<file path="src/rtl/seek_timing_controller.sv">
// rtl/seek_timing_controller.sv - paces emulated head stepping and settle, gating bus ready
module seek_timing_controller #(
    parameter int STEP_TICKS   = 2,
    parameter int SETTLE_TICKS = 3,
    parameter int MAX_CYL      = 202
) (
    input  logic       clock,
    input  logic       reset_L,
    input  logic       clkenbl_tick,
    input  logic       Selected_Ready,
    input  logic       seek_start,
    input  logic       restore,
    input  logic [7:0] target_cyl,
    output logic [7:0] current_cyl,
    output logic       BUS_RWS_RDY_H,
    output logic       seek_busy,
    output logic       seek_done,
    output logic       seek_ignored,
    output logic       oncylinder_indicator
);

    localparam logic [7:0] STEP_LIM   = 8'(STEP_TICKS);
    localparam logic [7:0] SETTLE_LIM = 8'(SETTLE_TICKS);
    localparam logic [7:0] MAX_C      = 8'(MAX_CYL);

    typedef enum logic [1:0] {S_IDLE, S_STEP, S_SETTLE, S_DONE} state_t;

    state_t     r_state, w_next;
    logic [7:0] r_tgt, w_tgt_next;
    logic [7:0] r_tcnt, w_tcnt_next;
    logic [7:0] r_cyl, w_cyl_next;
    logic [7:0] w_tcnt_inc, w_cyl_step, w_req_tgt;
    logic       w_in_range, w_ignore;
    logic       r_rdy, r_busy, r_done, r_ign, r_oncyl;

    // Saturating counter so a pathological limit can never wrap back through zero.
    assign w_tcnt_inc = (r_tcnt == 8'hFF) ? 8'hFF : r_tcnt + 8'd1;
    assign w_cyl_step = (r_tgt > r_cyl) ? r_cyl + 8'd1 : r_cyl - 8'd1;
    assign w_req_tgt  = restore ? 8'd0 : target_cyl;
    assign w_in_range = restore || (target_cyl <= MAX_C);

    always_comb begin
        w_next      = r_state;
        w_tgt_next  = r_tgt;
        w_tcnt_next = r_tcnt;
        w_cyl_next  = r_cyl;
        w_ignore    = 1'b0;
        case (r_state)
            S_IDLE: begin
                if (seek_start && Selected_Ready) begin
                    if (w_in_range) begin
                        w_tgt_next  = w_req_tgt;
                        w_tcnt_next = 8'd0;
                        w_next      = (w_req_tgt != r_cyl) ? S_STEP : S_SETTLE;
                    end else begin
                        w_ignore = 1'b1;
                    end
                end
            end
            S_STEP: begin
                if (!Selected_Ready) begin
                    w_next = S_IDLE;
                end else begin
                    w_ignore = seek_start;
                    if (clkenbl_tick) begin
                        if (w_tcnt_inc == STEP_LIM) begin
                            w_tcnt_next = 8'd0;
                            w_cyl_next  = w_cyl_step;
                            if (w_cyl_step == r_tgt) w_next = S_SETTLE;
                        end else begin
                            w_tcnt_next = w_tcnt_inc;
                        end
                    end
                end
            end
            S_SETTLE: begin
                if (!Selected_Ready) begin
                    w_next = S_IDLE;
                end else begin
                    w_ignore = seek_start;
                    if (clkenbl_tick) begin
                        w_tcnt_next = w_tcnt_inc;
                        if (w_tcnt_inc == SETTLE_LIM) w_next = S_DONE;
                    end
                end
            end
            default: begin
                w_ignore = seek_start && Selected_Ready;
                w_next   = S_IDLE;
            end
        endcase
    end

    // Outputs are registered from the next state so they line up with the state register.
    always_ff @(posedge clock) begin
        if (!reset_L) begin
            r_state <= S_IDLE;
            r_tgt   <= 8'd0;
            r_tcnt  <= 8'd0;
            r_cyl   <= 8'd0;
            r_rdy   <= 1'b0;
            r_busy  <= 1'b0;
            r_done  <= 1'b0;
            r_ign   <= 1'b0;
            r_oncyl <= 1'b1;
        end else begin
            r_state <= w_next;
            r_tgt   <= w_tgt_next;
            r_tcnt  <= w_tcnt_next;
            r_cyl   <= w_cyl_next;
            r_rdy   <= Selected_Ready && (w_next == S_IDLE);
            r_busy  <= (w_next != S_IDLE);
            r_done  <= (w_next == S_DONE);
            r_ign   <= w_ignore;
            r_oncyl <= (w_next == S_IDLE) || (w_next == S_DONE);
        end
    end

    assign current_cyl          = r_cyl;
    assign BUS_RWS_RDY_H        = r_rdy;
    assign seek_busy            = r_busy;
    assign seek_done            = r_done;
    assign seek_ignored         = r_ign;
    assign oncylinder_indicator = r_oncyl;

endmodule

</file>
<file path="config.mk">
export PLATFORM = sky130hd
export DESIGN_NAME = seek_timing_controller
export DESIGN_NICKNAME = d
export VERILOG_FILES = /design/src/rtl/seek_timing_controller.sv
export SDC_FILE = /design/constraint.sdc
export NUM_CORES = 1
export LEC_CHECK = 0
export ABC_AREA = 1
export ABC_CLOCK_PERIOD_IN_PS = 6700
export BUFFER_PORTS_ARGS = -buffer_cell sky130_fd_sc_hd__buf_4
export CAP_MARGIN = 20
export CORE_MARGIN = 2
export CORE_UTILIZATION = 45
export CTS_BUF_LIST = sky130_fd_sc_hd__clkbuf_8 sky130_fd_sc_hd__clkbuf_16
export DETAILED_ROUTE_END_ITERATION = 8
export SYNTH_ARGS = -nofsm -noshare
export SYNTH_HDL_FRONTEND = slang
export SYNTH_SLANG_ARGS = --single-unit
</file>
<file path="constraint.sdc">
create_clock -name clock -period 6.7 [get_ports clock]
set_clock_uncertainty 0.15 [all_clocks]
set_input_delay 1.34 -clock clock [delete_from_list [all_inputs] [get_ports clock]]
set_output_delay 1.34 -clock clock [all_outputs]
set_load 0.005 [all_outputs]
</file>
==> results of run 1 <==
-- routing by layer --
metal,vias to the layer above,wire [um],GRT usage [%]
met5,-,0,0
met4,0,93,8.21
met3,9,224,3.26
met2,41,2930,36.7
met1,1063,2680,25.8
li1,1265,-,-
-- registers in the layout, summed over array words and instances, names as in the netlist --
| signal | flops |
|---|---|
| r_tcnt | 8 |
| seek_busy | 1 |
| seek_done | 1 |
| oncylinder_indicator | 1 |
| r_tgt | 8 |
| BUS_RWS_RDY_H | 1 |
| r_state | 2 |
| seek_ignored | 1 |
| current_cyl | 8 |
-- area by class of cell --
| type | instances | area (um2) | area share (%) |
|---|---|---|---|
| clock buffer | 7 | 96.3 | 3.43 |
| clock inverter | 1 | 7.51 | 0.267 |
| inverter | 59 | 223 | 7.93 |
| multi-input combinational | 279 | 1580 | 56.2 |
| sequential | 31 | 621 | 22.1 |
| tap | 70 | 87.6 | 3.12 |
| timing repair buffer | 26 | 195 | 6.95 |
-- kinds of logic (layout without fill, tap and decap cells) --
logic type,count (synthesis),in the layout,share of synthesized area (%)
flops,31,31,25.3
xor+xnor,6,6,2.71
fa+ha+maj,24,24,12.6
simple gates,184,184,34.4
compound gates,65,65,14.8
buf+inv,64,93,10.2
-- power breakdown --
group	internal [uW]	leakage, uW	switching, uW	total (uW)
Sequential	193	0.000252	7.05	200
Combinational	61.7	0.00112	97.1	159
Clock	93.5	0.0000505	77.6	171
-- worst paths after layout --
| check | startpoint | endpoint | slack (ns) |
|---|---|---|---|
| worst max-delay path | current_cyl[1]$_SDFFE_PN0P_ | BUS_RWS_RDY_H$_SDFF_PN0_ | 2.90 |
| worst min-delay path | r_tcnt[1]$_SDFFE_PN0P_ | r_tcnt[1]$_SDFFE_PN0P_ | 0.35 |
| worst max register to register | current_cyl[1]$_SDFFE_PN0P_ | BUS_RWS_RDY_H$_SDFF_PN0_ | 2.90 |
| worst min register to register | r_tcnt[1]$_SDFFE_PN0P_ | r_tcnt[1]$_SDFFE_PN0P_ | 0.35 |
-- critical path: cells and delay by family (launching register included) --
family | cells | cell delay, ns
flops | 1 | 0.45
buf+inv | 2 | 0.23
fa+ha+maj | 3 | 1.07
simple gates | 23 | 1.81
-- layout by cell type, fill, tap and decap left out, types with 2 or more instances in the layout --
cell type and instances:
a211oi_1 4, a21oi_1 36, buf_4 26, clkbuf_8 7
dfxtp_1 31, ha_1 23, inv_1 56, inv_2 2
nand2_1 96, nand2_2 7, nand3_1 25, nand3_2 6
nand3b_1 4, nand4_1 7, nor2_1 27, nor2_2 6
nor3_1 2, o21ai_0 15, o21ai_1 4, or2_2 2
xnor2_1 2, xor2_1 3
-- per-stage QoR --
stage	setup WS [ns]	hold WS, ns	util [%]
after floorplan	3.39	0.311	-
after global routing	2.46	0.391	54.3
after global placement	2.93	0.338	52.3
after CTS	2.89	0.360	54.3
final	2.90	0.355	54.3
after detailed placement	2.90	0.350	52.3
==> results.json, run 1 <==
{
  "power_density_nw_per_um2": 189,
  "synth_edf_count": 0,
  "ys.flop_type": "dfxtp_1",
  "holdBufCountCts": 0,
  "holdPathStages": 2,
  "path_max_fanout": 9,
  "ctsLongestPathBuffers": 2,
  "syn_nets": 412,
  "setup.worst_path.start_class": "register",
  "coreArea_um2": 5170,
  "syn_to_final_growth_pct": 14.7,
  "cts_tree": "done",
  "slowest_delay_ns": 0.54,
  "grt_pass1_wl_um": 10200,
  "place_congestion": 0.854,
  "finalMaxSlewViolations": 0,
  "maxCapViolCount": 0,
  "io_buffers": 26,
  "route.antenna.remaining_nets": 0,
  "synth.top_cell.area_share_pct": 25.3,
  "stdcell_count": 473,
  "wire_per_inst_um": 12.5,
  "via_per_inst": 5.03,
  "firstDrtPassIters": 4,
  "yosysWarningCount": 0,
  "critPathKind": "register to register",
  "leakagePower_uw": 0.00142,
  "hp-class": "register to register",
  "worst_pin_slew_ns": 0.719,
  "fill_cells": 524,
  "cts.sinks": 31,
  "hpwlAfterDp_um": 4650,
  "synth_cell_type_count": 34,
  "design_area_um2": 2810,
  "numCtsBuffers": 5,
  "drc": 0,
  "setup_viol": 0,
  "synthesis.area_um2": 2450,
  "grt_max_degree": 17,
  "cts_setup_buffers": 0,
  "ys_async_sr_fraction_pct": 0,
  "finalSetupTns_ns": 0,
  "drive_above_1_share_pct": 15.4,
  "wl_um": 5930,
  "via_count": 2378,
  "grt_pass1_vias": 2198,
  "min_period_ns": 3.80,
  "synth_area_leaders": "dfxtp_1, nand2_1, ha_1, inv_1, a21oi_1",
  "fmax_mhz": 263,
  "antenna_found_initial": 0,
  "arrival_ns": 3.81,
  "clkTransAtPathRegs_ns": 0.07,
  "layout_worst_path_cycle_share_pct": 56.8,
  "die_h_um": 77.8,
  "initial_utilization_pct": 47.3,
  "clk_latency_ns": 0.29,
  "num_rows": 26,
  "worstPathRequired_ns": 6.71,
  "track_usage_pct": 21.0,
  "hold_viol": 0,
  "worstRegToRegCells": 28,
  "root_buffer": "clkbuf_8",
  "cts_resized": 0,
  "synth_cells": 374,
  "design_power_total_uw": 529,
  "htree_num_levels": 2,
  "critical_path.slowest_cell": "fa_1",
  "ys_seq_elements": 31,
  "n_antenna_cell": 0,
  "end_kind": "register",
  "final_nets": 440,
  "globalRouteOverflowTotal": 0,
  "synth.avg_cell_area_um2": 6.55,
  "maxSlewHeadroom_pct": 51.9,
  "ys_seq_area_share_pct": 25.3,
  "ioPinCount": 27,
  "first_iter_violations": 103,
  "yosys.area.top_type": "dfxtp_1",
  "netlist_top_cells_count": "nand2_1, inv_1, a21oi_1",
  "die_x_um": 77.8,
  "die_area_um2": 6050,
  "dp_cells": 465,
  "outcome": "finished, final reports clean",
  "cp_common_cell": "nand2_1",
  "rsz0062_at_grt": "false",
  "dpl_cell_area_um2": 2700,
  "synth.most_common_cell": "nand2_1",
  "ir_worst_vdd_uv": 90.9
}
Note: power is estimated with default switching activity, not from simulation.
==> run 2, diff against run 1 <==
- ABC_CLOCK_PERIOD_IN_PS: 6700 -> 3600
- clock period: 6.7 -> 3.6 ns (I/O delays scaled with it)
==> results.json, run 2 (synthesis results as in run 1) <==
{
  "maxSlewHeadroom_pct": 50.2,
  "outcome": "finished, final reports clean",
  "syn_to_final_growth_pct": 28.7,
  "clkTransAtPathRegs_ns": 0.07,
  "first_iter_violations": 180,
  "cts_tree": "done",
  "via_count": 2465,
  "grt_max_degree": 17,
  "drive_above_1_share_pct": 29.6,
  "drc": 0,
  "num_rows": 26,
  "coreArea_um2": 5170,
  "track_usage_pct": 21.4,
  "firstDrtPassIters": 4,
  "worst_pin_slew_ns": 0.745,
  "die_area_um2": 6050,
  "clk_latency_ns": 0.29,
  "wl_um": 6480,
  "route.antenna.remaining_nets": 0,
  "finalMaxSlewViolations": 0,
  "hpwlAfterDp_um": 4740,
  "end_kind": "register",
  "maxCapViolCount": 0,
  "power_density_nw_per_um2": 353,
  "holdBufCountCts": 0,
  "globalRouteOverflowTotal": 0,
  "ctsLongestPathBuffers": 2,
  "setup_viol": 0,
  "finalSetupTns_ns": 0,
  "n_antenna_cell": 0,
  "min_period_ns": 3.46,
  "final_nets": 453,
  "critical_path.slowest_cell": "fa_2",
  "io_buffers": 26,
  "cp_num_cells": 25,
  "hold_viol": 0,
  "worstPathRequired_ns": 3.63,
  "layout_worst_path_cycle_share_pct": 96.0,
  "arrival_ns": 3.49,
  "final_common_cell": "nand2_1",
  "cp_common_cell": "nand2_1",
  "slowest_delay_ns": 0.56,
  "hp-class": "register to register",
  "final_cell_mix": "nand2_1, inv_1, buf_4",
  "die_x_um": 77.8,
  "antenna_found_initial": 0,
  "ir_worst_vdd_uv": 224,
  "worstRegToRegCells": 25,
  "cts.sinks": 31,
  "grt_pass1_wl_um": 10400,
  "die_h_um": 77.8,
  "htree_num_levels": 2,
  "setup.worst_path.start_class": "register",
  "leakagePower_uw": 0.00151,
  "cp_num_buf_inv": 2,
  "via_per_inst": 5.07,
  "holdPathStages": 2,
  "post-route-util_pct": 60.9,
  "rsz0062_at_grt": "true",
  "fmax_mhz": 289,
  "grt_pass1_vias": 2240,
  "critPathKind": "register to register",
  "path_max_fanout": 3,
  "crit_family": "simple AND/OR/NAND/NOR gates",
  "ioPinCount": 27,
  "numCtsBuffers": 5,
  "wire_per_inst_um": 13.3,
  "place_congestion": 0.829,
  "initial_utilization_pct": 47.3,
  "root_buffer": "clkbuf_8"
}
-- run 2: changes by cell type in the layout (fill, tap and decap cells not counted), moves of 8 or more --
cell	change
inv_1	-10
inv_2	+8
ha_4	+11
buf_4	+12
dfxtp_1	-12
dfxtp_2	+10
ha_1	-11
-- run 2: worst min-delay path, stage by stage, from the launching register on --
cell and delay [ns]:
dfxtp_1 0.33, nand2_1 0.07, a21oi_1 0.06
-- run 2: final timing paths --
check	from	end	slack [ns]
worst max-delay path	current_cyl[6]$_SDFFE_PN0P_	oncylinder_indicator$_SDFF_PN1_	0.14
worst min-delay path	r_tcnt[1]$_SDFFE_PN0P_	r_tcnt[1]$_SDFFE_PN0P_	0.36
worst max register to register	current_cyl[6]$_SDFFE_PN0P_	oncylinder_indicator$_SDFF_PN1_	0.14
worst min register to register	r_tcnt[1]$_SDFFE_PN0P_	r_tcnt[1]$_SDFFE_PN0P_	0.36
-- run 2: routing by layer --
| metal | global-route usage [%] | routed length, um | up-vias |
|---|---|---|---|
| met4 | 7.32 | 137 | 0 |
| met3 | 3.26 | 261 | 13 |
| met5 | 0 | 0 | - |
| met2 | 37.8 | 3290 | 56 |
| met1 | 26.5 | 2790 | 1101 |
| li1 | - | - | 1295 |
-- run 2: what timing repair did --
action,CTS,global route
pin swaps,0,28
setup endpoints to repair,3,6
setup buffers,0,5
gates resized for setup,2,59
-- run 2: through the flow --
step / cells / area (um2) / hold slack (ns) / setup slack [ns] / total power [uW]
after floorplan: 374 / 2450 / 0.311 / 0.285 / 601
after global placement: 473 / 2760 / 0.337 / 0.00366 / 678
after detailed placement: 473 / 2760 / 0.347 / -0.0353 / 679
after CTS: 481 / 2890 / 0.357 / 0.0144 / 1050
after global routing: 486 / 3150 / 0.382 / -0.0628 / 1180
final: 486 / 3150 / 0.358 / 0.145 / 1110
-- run 2: where the power goes --
part           switching [uW]  total [uW]  internal (uW)
combinational             208         366            158
sequential               16.4         374            358
clock                     148         373            224
-- run 2: final cells by class --
type | count | area (um2)
fill | 492 | 2020
multi-input combinational | 279 | 1780
sequential | 31 | 641
timing repair buffer | 39 | 297
inverter | 59 | 228
tap | 70 | 87.6
clock buffer | 6 | 82.6
clock inverter | 2 | 35.0
